**src/rtl/ioctl_rom_router.sv**
```systemverilog
// ioctl_rom_router: routes HPS ioctl downloads to ROM regions, a config
// header and DIP switch registers, and reports ROM load size and checksum.
`timescale 1ns/1ps
module ioctl_rom_router #(
   parameter logic [24:0] ROM_SIZE = 25'h2C500
) (
   input  logic        i_clk_sys,
   input  logic        i_reset,
   input  logic        i_ioctl_download,
   input  logic        i_ioctl_wr,
   input  logic [24:0] i_ioctl_addr,
   input  logic [7:0]  i_ioctl_dout,
   input  logic [7:0]  i_ioctl_index,
   output logic [16:0] o_rom_addr,
   output logic [7:0]  o_rom_data,
   output logic [3:0]  o_rom_we,
   output logic [1:0]  o_is_bootleg,
   output logic        o_is_japan,
   output logic [7:0]  o_dip_sw0,
   output logic [7:0]  o_dip_sw1,
   output logic [7:0]  o_dip_sw2,
   output logic        o_rom_ready,
   output logic        o_rom_error,
   output logic [15:0] o_checksum,
   output logic        o_load_done
);

   // ROM map region ends (exclusive) and 17-bit region bases.
   localparam logic [24:0] MAIN_END  = 25'h08000;
   localparam logic [24:0] SOUND_END = 25'h0C000;
   localparam logic [24:0] GFX_END   = 25'h2C000;
   localparam logic [24:0] PROM_END  = 25'h2C500;
   // Bases truncated to 17 bits; the offset subtraction wraps modulo 2^17,
   // which equals the low 17 bits of the full-width subtraction.
   localparam logic [16:0] SOUND_BASE = 17'h08000;
   localparam logic [16:0] GFX_BASE   = 17'h0C000;
   localparam logic [16:0] PROM_BASE  = 17'h0C000;

   typedef enum logic [2:0] {S_IDLE, S_ROM, S_CFG, S_DIP, S_CHECK} state_t;

   state_t      r_state;
   logic        r_dl_d;
   logic [24:0] r_byte_count;
   logic [16:0] r_rom_addr;
   logic [7:0]  r_rom_data;
   logic [3:0]  r_rom_we;
   logic [1:0]  r_is_bootleg;
   logic        r_is_japan;
   logic [7:0]  r_dip_sw0;
   logic [7:0]  r_dip_sw1;
   logic [7:0]  r_dip_sw2;
   logic        r_rom_ready;
   logic        r_rom_error;
   logic [15:0] r_checksum;
   logic        r_load_done;

   logic        w_dl_rise;
   logic        w_dl_fall;
   logic        w_byte;
   logic        w_in_map;
   logic [3:0]  w_region_we;
   logic [16:0] w_region_off;

   assign w_dl_rise = i_ioctl_download & ~r_dl_d;
   assign w_dl_fall = ~i_ioctl_download & r_dl_d;
   // A byte only counts while the transfer is active.
   assign w_byte    = i_ioctl_download & i_ioctl_wr;
   assign w_in_map  = |w_region_we;

   // Decode the ROM byte address into a one-hot region and region offset.
   always_comb begin
      w_region_we  = 4'b0000;
      w_region_off = i_ioctl_addr[16:0];
      if (i_ioctl_addr < MAIN_END) begin
         w_region_we  = 4'b0001;
      end else if (i_ioctl_addr < SOUND_END) begin
         w_region_we  = 4'b0010;
         w_region_off = i_ioctl_addr[16:0] - SOUND_BASE;
      end else if (i_ioctl_addr < GFX_END) begin
         w_region_we  = 4'b0100;
         w_region_off = i_ioctl_addr[16:0] - GFX_BASE;
      end else if (i_ioctl_addr < PROM_END) begin
         w_region_we  = 4'b1000;
         w_region_off = i_ioctl_addr[16:0] - PROM_BASE;
      end
   end

   // Download FSM with all outputs registered.
   always_ff @(posedge i_clk_sys or posedge i_reset) begin
      if (i_reset) begin
         r_state      <= S_IDLE;
         r_dl_d       <= 1'b0;
         r_byte_count <= '0;
         r_rom_addr   <= '0;
         r_rom_data   <= '0;
         r_rom_we     <= '0;
         r_is_bootleg <= 2'b00;
         r_is_japan   <= 1'b0;
         r_dip_sw0    <= 8'hFF;
         r_dip_sw1    <= 8'hFF;
         r_dip_sw2    <= 8'hFF;
         r_rom_ready  <= 1'b0;
         r_rom_error  <= 1'b0;
         r_checksum   <= '0;
         r_load_done  <= 1'b0;
      end else begin
         r_dl_d      <= i_ioctl_download;
         r_rom_we    <= 4'b0000;
         r_load_done <= 1'b0;
         case (r_state)
            S_IDLE: begin
               if (w_dl_rise) begin
                  case (i_ioctl_index)
                     8'd0: begin
                        r_state      <= S_ROM;
                        r_byte_count <= '0;
                        r_checksum   <= '0;
                        r_rom_ready  <= 1'b0;
                        r_rom_error  <= 1'b0;
                     end
                     8'd1:    r_state <= S_CFG;
                     8'd254:  r_state <= S_DIP;
                     default: r_state <= S_IDLE;
                  endcase
               end
            end
            S_ROM: begin
               if (w_byte) begin
                  r_byte_count <= r_byte_count + 25'd1;
                  r_rom_data   <= i_ioctl_dout;
                  if (w_in_map) begin
                     r_rom_we   <= w_region_we;
                     r_rom_addr <= w_region_off;
                     r_checksum <= r_checksum + {8'h00, i_ioctl_dout};
                  end else begin
                     r_rom_error <= 1'b1;
                  end
               end
               // A byte strobed in the last active cycle is already handled
               // above; the fall is only seen on the following cycle.
               if (w_dl_fall) begin
                  r_state <= S_CHECK;
               end
            end
            S_CFG: begin
               if (w_byte && i_ioctl_addr == 25'd0) begin
                  r_is_bootleg <= i_ioctl_dout[1:0];
                  r_is_japan   <= i_ioctl_dout[4];
               end
               if (w_dl_fall) begin
                  r_state <= S_IDLE;
               end
            end
            S_DIP: begin
               // Bytes 3..7 are reserved DIP bytes and are simply dropped.
               if (w_byte && i_ioctl_addr < 25'd8) begin
                  case (i_ioctl_addr[2:0])
                     3'd0:    r_dip_sw0 <= i_ioctl_dout;
                     3'd1:    r_dip_sw1 <= i_ioctl_dout;
                     3'd2:    r_dip_sw2 <= i_ioctl_dout;
                     default: ;
                  endcase
               end
               if (w_dl_fall) begin
                  r_state <= S_IDLE;
               end
            end
            S_CHECK: begin
               r_load_done <= 1'b1;
               if (r_byte_count == ROM_SIZE && !r_rom_error) begin
                  r_rom_ready <= 1'b1;
               end else begin
                  r_rom_error <= 1'b1;
               end
               r_state <= S_IDLE;
            end
            default: r_state <= S_IDLE;
         endcase
      end
   end

   assign o_rom_addr   = r_rom_addr;
   assign o_rom_data   = r_rom_data;
   assign o_rom_we     = r_rom_we;
   assign o_is_bootleg = r_is_bootleg;
   assign o_is_japan   = r_is_japan;
   assign o_dip_sw0    = r_dip_sw0;
   assign o_dip_sw1    = r_dip_sw1;
   assign o_dip_sw2    = r_dip_sw2;
   assign o_rom_ready  = r_rom_ready;
   assign o_rom_error  = r_rom_error;
   assign o_checksum   = r_checksum;
   assign o_load_done  = r_load_done;

endmodule

```
**config.mk**
```make
export PLATFORM = sky130hd
export DESIGN_NAME = ioctl_rom_router
export DESIGN_NICKNAME = d
export VERILOG_FILES = /design/src/rtl/ioctl_rom_router.sv
export SDC_FILE = /design/constraint.sdc
export NUM_CORES = 1
export LEC_CHECK = 0
export BUFFER_PORTS_ARGS = -buffer_cell sky130_fd_sc_hd__buf_2
export CAP_MARGIN = 5
export CORE_UTILIZATION = 49
export DETAILED_ROUTE_END_ITERATION = 10
export MAX_ROUTING_LAYER = met4
export PLACE_DENSITY = 0.76
export SYNTH_ARGS = -nofsm -noshare
export SYNTH_HDL_FRONTEND = slang
export SYNTH_SLANG_ARGS = --single-unit
```
**constraint.sdc**
```tcl
create_clock -name i_clk_sys -period 3.17 [get_ports i_clk_sys]
set_input_delay 0.4755 -clock i_clk_sys [delete_from_list [all_inputs] [get_ports i_clk_sys]]
set_output_delay 0.4755 -clock i_clk_sys [all_outputs]
set_load 0.02 [all_outputs]
```
[After elaboration in Yosys (flattened, before gate mapping)]
Cells that the tools add are included.
Operators by class
  add/subtract/negate cells: 4
  magnitude comparators: 5
  equality and inequality tests: 18
  muxes and demuxes: 34
  bitwise logic cells: 5
  reductions and logical operators: 24
Operators with widths (count)
  $mux W25: 3
  $mux W17: 4
  $mux W16: 4
  $lt A25 B16 Y1 const B: 2
  $lt A25 B18 Y1 const B: 2
  $pmux W25 S2: 1
  $sub A17 B16 Y17 const B: 2
  $pmux W16 S2: 1
  $mux W4: 7
  $add A25 B1 Y25 const B: 1
  $eq A25 B18 Y1 const B: 1
  $logic_not A25 Y1: 1
  $lt A25 B4 Y1 const B: 1
  $add A16 B8 Y16: 1
  $reduce_and A3 Y1: 5
  $ne A2 B2 Y1 const B: 7
  $eq A3 B2 Y1 const B: 3
  $mux W3: 3
  $pmux W3 S3: 1
  $eq A8 B1 Y1 const B: 1
  $eq A8 B8 Y1 const B: 1
  $logic_not A8 Y1: 1
  $reduce_and A4 Y1: 2
  $mux W1: 7
  other kinds (18): 28
Word-level totals
  bits in registers: 104
  output and inout bits: 75
  word-level logic and storage cells: 105

[Depth between registers and ports, before layout]
  word-level depth: 9
  depth in mapped cells: 9
  depth with buffers taken out: 7

[Least setup slack after synthesis]
No wires, ideal clock.
  path kind: input port to flip-flop
  start: input i_ioctl_addr[16]
  end: register r_checksum[9] (netlist: o_checksum[9])
  setup time: 78 ps
  arrival time: 2474 ps
  slack: 618 ps
  stages on the path: 9
  buffers on the path: 2
  cell sequence: inv_1 ha_1 and4_1 and3_1 clkbuf_1 or4_4 buf_6 or4_1 a21oi_1
On the way
  cells in the longest elaborated chain, start to end: 8
  elaborated cells between the ends (all ways): 11
  classes of those cells: order compare (4); eq/ne (1); mux (4); reduce/logical (2)
RTL lines
  start: declaration: line 11  | input logic [24:0] i_ioctl_addr,
  $lt A25 B18 Y1: line 82  | end else if (i_ioctl_addr < PROM_END) begin
  $mux W4: line 82
  $mux W4: line 79  | end else if (i_ioctl_addr < GFX_END) begin
  $mux W4: line 76  | end else if (i_ioctl_addr < SOUND_END) begin
  $mux W4 *: line 74  | if (i_ioctl_addr < MAIN_END) begin
  $reduce_or A4 Y1 *: line 68  | assign w_in_map = |w_region_we;
  $ne A2 B2 Y1 (no line) *
  $reduce_and A5 Y1 (no line) *
  end signal: assignment: line 134  | r_checksum <= r_checksum + {8'h00, i_ioctl_dout};
  end: declaration: line 54  | logic [15:0] r_checksum;
Every way passes the cells marked *; elsewhere a longest branch is shown, timed or not.
A chain may end at the register's enable or synchronous reset.

[Final worst setup path]
  start: register r_state[2]
  end: register r_byte_count[9]
On the way
  cells in the longest elaborated chain, start to end: 3
  elaborated cells between the ends (all ways): 8
  classes of those cells: eq/ne (4); mux (1); reduce/logical (3)
RTL lines
  start: declaration: line 41  | state_t r_state;
  start signal: assignment: line 91  | r_state <= S_IDLE;
  start signal: assignment: line 115  | r_state <= S_ROM;
  start signal: assignment: line 121  | 8'd1: r_state <= S_CFG;
  $eq A3 B1 Y1 / $logic_not A3 Y1 (equally long branches): line 110  | case (r_state)
  $ne A2 B2 Y1 (no line) (tied with other cells)
  $reduce_and A4 Y1 (no line)
  end signal: assignment: line 129  | r_byte_count <= r_byte_count + 25'd1;
  end: declaration: line 43  | logic [24:0] r_byte_count;
Parallel ways exist; a longest one is shown, timed or not.

==> results.md <==
- The family of cells with the greatest summed delay on the critical path is simple AND/OR/NAND/NOR gates.
- The portion of synthesized cell area occupied by the leading cell type is a little under two fifths.
- The clock network latency to the later pin of the worst-skew pair is slightly below 0.4 ns.
- The overall die width is between 100 and 150 µm.
- The number of buffers added for setup after CTS is 0.
- Global routing consumed, on the met3 layer, 6.061% of the routing resources.
- The post-layout instance count excluding filler cells is 777.
- Hold repair after CTS inserted 0 buffers.
- Global routing used about a quarter of the available tracks across all layers.
- Routability-driven placement finished with a final weighted congestion of just over 0.9.
- In the final design database the tool counted slightly below 700 nets.
- The CTS sink count is between 100 and 150.
- After synthesis, the share of flip-flops with an asynchronous set or reset is between 90% and 100%.
- After synthesis, flip-flops and latches occupy 50.26% of the total area.
- The kind of capture point of the worst setup path is a register.
- For this run, the slowest stage of the critical path takes 0.65 ns.
- Buffers placed on the I/O ports in this run total ~120.
- The required time of the worst setup path is around 3.5 ns.
- Of all nets on the critical path, the largest fanout is 15.
- The path class of the lowest-slack min-delay path is primary input to asynchronous set/reset pin.
- The number of buffers and inverters on the critical path is 0.
- Counting distinct cell types in the post-synthesis netlist gives 57.
- Of the cells placed in the final design, the portion with a size suffix greater than 1 is 32.14%.
- The post-synthesis sequential element count is approximately 100.
- The initial antenna violation count came to 0.
- For the final routed database, the setup TNS stands at 0 ns.
- The overall die area is approximately 11,000 µm².
- The cell area that synthesis handed to floorplanning was ~5200 µm².
- The cell with the most instances after synthesis is sky130_fd_sc_hd__nand2_1.
- The startpoint class of the critical path is a register.
- STA puts the critical path data arrival time at 3.14 ns.
- Power spread over the standard cell area amounts to about 380 nW/µm².
- For this configuration, the core starts out at a cell density of 50.73%.
- The final critical path takes up between 80% and 90% of the cycle.
- Setup repair after global routing left no endpoint under its margin.
- Post-CTS repair changed the size of 0 cells.
- The portion of total power attributed to sequential cells is 57.8%.
- The total number of yosys warnings is 0.
- The most used flip-flop cell after synthesis is sky130_fd_sc_hd__dfrtp_1.
- The worst pin sits at a relative slew slack of between 30% and 40%.
- The placement row count is 37.
- The cell count after synthesis came out at between 500 and 600.
- The via count of the first global-routing pass is about 4,500.
- The synthesized design spends more area on one cell type than any other, namely sky130_fd_sc_hd__dfrtp_1.
- The wire length reported by the detailed router is ~13,000 µm.
- The sum of net half-perimeters after detailed placement is a little under 10,000 µm.
- Once detail routing completed, the nets flagged for antenna violations numbered 0.
- The number of failing setup endpoints in the final timing report is 0.
- The signed area change from the synthesized netlist to the final layout is 18.08%.
- The total number of vias is 4,490.
- The worst-case hold slack is around 0.15 ns.
- From bottom edge to top edge, the die measures approximately 110 µm.
- The number of nets handed over by synthesis was about 580.
- The synthesized design contains 0 enable-type register cells.
- The H-tree was split into 3 levels.
- The global routing stage identified its most utilized layer as met2.
- Static timing analysis puts the maximum clock frequency at 351.7 MHz.
- The largest net degree at the start of global routing is 58.
- For this run, global-route usage on met1 was measured as 31.43%.
- The path type of the worst setup path is register to register.
- Sorting the synthesized cells by area gives the leading types as sky130_fd_sc_hd__dfrtp_1, sky130_fd_sc_hd__dfstp_2, sky130_fd_sc_hd__nand2_1.
- The number of optimization iterations in the first detailed-route pass is 4.
- The flow ran to the end, and the final reports show no timing, DRC or antenna violations.
- The CTS buffer count is 9.
- A synthesized cell averages slightly above 10 µm².
- Global routing finished with a remaining overflow of 0.
- The average wire length per cell after detail routing is about 17 µm.
- For met2 alone, demand over resource in global routing was 42.11%.
- The slowest stage of the critical path is the sky130_fd_sc_hd__or4_1 cell.
- The number of top-level design ports is 120.
- The average via count per standard cell is just under 6.
- Summed over all cells, the static leakage comes to ~0.0031 µW.
- Of the total power, combinational logic draws around 7.4%.
- The signal on the critical path passes through nor4_1 > and4_1 > o211ai_1 > or4_1 > a21oi_1.
- By count the netlist is led by sky130_fd_sc_hd__nand2_1, sky130_fd_sc_hd__dfrtp_1, sky130_fd_sc_hd__a21oi_1.
- In this run switching power makes up 26.28% of total power.
- After detailed routing, the number of remaining DRC violations is 0.
- Across the run, the number of max-cap violations was 0.
- Summed over all nets, the switching power comes to between 600 and 700 µW.
- The worst path needs around 2.8 ns of the cycle, external delays included.
- The number of placed instances, taps included, is approximately 760.
- The root buffer cell chosen for the clock tree is sky130_fd_sc_hd__clkbuf_8.
- The first routing iteration left approximately 210 violations.
- The internal power contribution is 1727 µW.
- No sink is reached through more buffers than the 2 on the longest clock path.
- The first global-routing pass estimated 22,080 µm of wire.
- The number of diodes is 0.
- The number of max-slew violations in the final report is 0.
- For the final database, setup skew stands at around 0.025 ns.
- Across the VDD grid, the largest voltage drop is 0.0003483 V.
- The design draws around 2300 µW.
- After floorplanning, the core was sized to cover just over 10,000 µm².
- For the pin with the worst max-slew slack, the measured transition is approximately 1.0 ns.
- The share of total power in the clock network is a little over a third.
- The clock tree from TritonCTS is yes.
- The count of endpoints failing hold in the final timing report is 0.
- Clock-pin slew was measured on the worst setup and hold paths at around 0.11 ns.
==> per-layer routing <==
| metal | wire length, µm | up-vias |
|---|---|---|
| met5 | 0 | - |
| met4 | 275 | 0 |
| met3 | 658 | 23 |
| met2 | 6531 | 122 |
| met1 | 5581 | 2221 |
| li1 | - | 2124 |
==> cell type report <==
cell class,instances,area (µm²)
clock buffer,11,141.4
multi-input combinational,380,2466
inverter,12,47.55
fill,899,4139
sequential,104,2633
clock inverter,5,43.79
tap,136,170.2
timing repair buffer,129,683.2
==> sequential cells by signal, indices dropped and copies added (netlist names) <==
name / count
r_dl_d: 1
r_state: 3
o_checksum: 16
o_rom_we: 4
o_rom_addr: 17
o_dip_sw1: 8
o_rom_data: 8
o_dip_sw0: 8
o_rom_ready: 1
o_load_done: 1
o_is_japan: 1
o_rom_error: 1
o_dip_sw2: 8
r_byte_count: 25
o_is_bootleg: 2
==> power by group through the flow <==
| stage | clock [µW] | sequential (µW) | combinational [µW] |
|---|---|---|---|
| 2_1_floorplan | 0 | 1390 | 76.4 |
| 3_3_place_gp | 0 | 1380 | 168 |
| 3_5_place_dp | 0 | 1380 | 173 |
| 4_1_cts | 836 | 1350 | 174 |
| 5_1_grt | 885 | 1360 | 193 |
| 6_report | 815 | 1350 | 172 |
==> cells by family (layout without fill, tap and decap cells) <==
family | after synthesis | in the layout | synth area share (%)
AOI/OAI and AO/OA | 101 | 101 | 12.26
xor gates and xnor gates | 16 | 16 | 2.676
adders and majority gates | 15 | 15 | 3.727
buffers and inverters | 33 | 157 | 2.652
DFF | 104 | 104 | 50.26
muxes | 29 | 29 | 6.187
and+or+nand+nor | 219 | 219 | 22.24
==> per-stage QoR <==
stage	area, µm²	utilization, %	worst slack (ns)
finish	6185	59.91	0.3271
global placement	6000	58.11	0.4692
detailed placement	6000	58.11	0.3357
CTS	6185	59.91	0.3602
floorplan	5238	-	0.002028
global route	6185	59.91	0.1552
==> layout by cell type (no fill, tap or decap), types with 2 or more instances in the layout <==
cell type                     n
sky130_fd_sc_hd__a211oi_1     2
sky130_fd_sc_hd__a21boi_1     2
sky130_fd_sc_hd__a21o_1       4
sky130_fd_sc_hd__a21oi_1     30
sky130_fd_sc_hd__a31oi_1      6
sky130_fd_sc_hd__and2_1       4
sky130_fd_sc_hd__and3_1       8
sky130_fd_sc_hd__and4_1       4
sky130_fd_sc_hd__buf_2      119
sky130_fd_sc_hd__buf_4        9
sky130_fd_sc_hd__clkbuf_8    10
sky130_fd_sc_hd__dfrtp_1     80
sky130_fd_sc_hd__dfstp_2     24
sky130_fd_sc_hd__ha_1        14
sky130_fd_sc_hd__inv_1       11
sky130_fd_sc_hd__inv_4        3
sky130_fd_sc_hd__inv_8        2
sky130_fd_sc_hd__mux2_2      27
sky130_fd_sc_hd__mux2i_1      2
sky130_fd_sc_hd__nand2_1     95
sky130_fd_sc_hd__nand3_1     12
sky130_fd_sc_hd__nand4_1     11
sky130_fd_sc_hd__nor2_1      17
sky130_fd_sc_hd__nor2b_1      3
sky130_fd_sc_hd__nor3_1       9
sky130_fd_sc_hd__nor3b_1      2
sky130_fd_sc_hd__nor4_1      14
sky130_fd_sc_hd__o2111ai_1    5
sky130_fd_sc_hd__o211ai_1     3
sky130_fd_sc_hd__o21a_1       3
sky130_fd_sc_hd__o21ai_0     21
sky130_fd_sc_hd__o31ai_1     17
sky130_fd_sc_hd__or3_1       11
sky130_fd_sc_hd__or4_1       14
sky130_fd_sc_hd__xnor2_1      4
sky130_fd_sc_hd__xor2_1      12
==> final timing paths <==
kind	startpoint	endpoint	slack, ns	cells after the start
max	r_state[2]	r_byte_count[9]	0.33	5
min in group i_clk_sys	i_ioctl_download	r_dl_d	0.29	1
max reg2reg	r_state[2]	r_byte_count[9]	0.33	5
min	i_reset	o_checksum[4]	0.15	2
min reg2reg	o_rom_addr[7]	o_rom_addr[7]	0.47	2
max in group asynchronous	i_reset	o_rom_ready	2.28	3
Note: power is estimated with default switching activity, not from simulation.
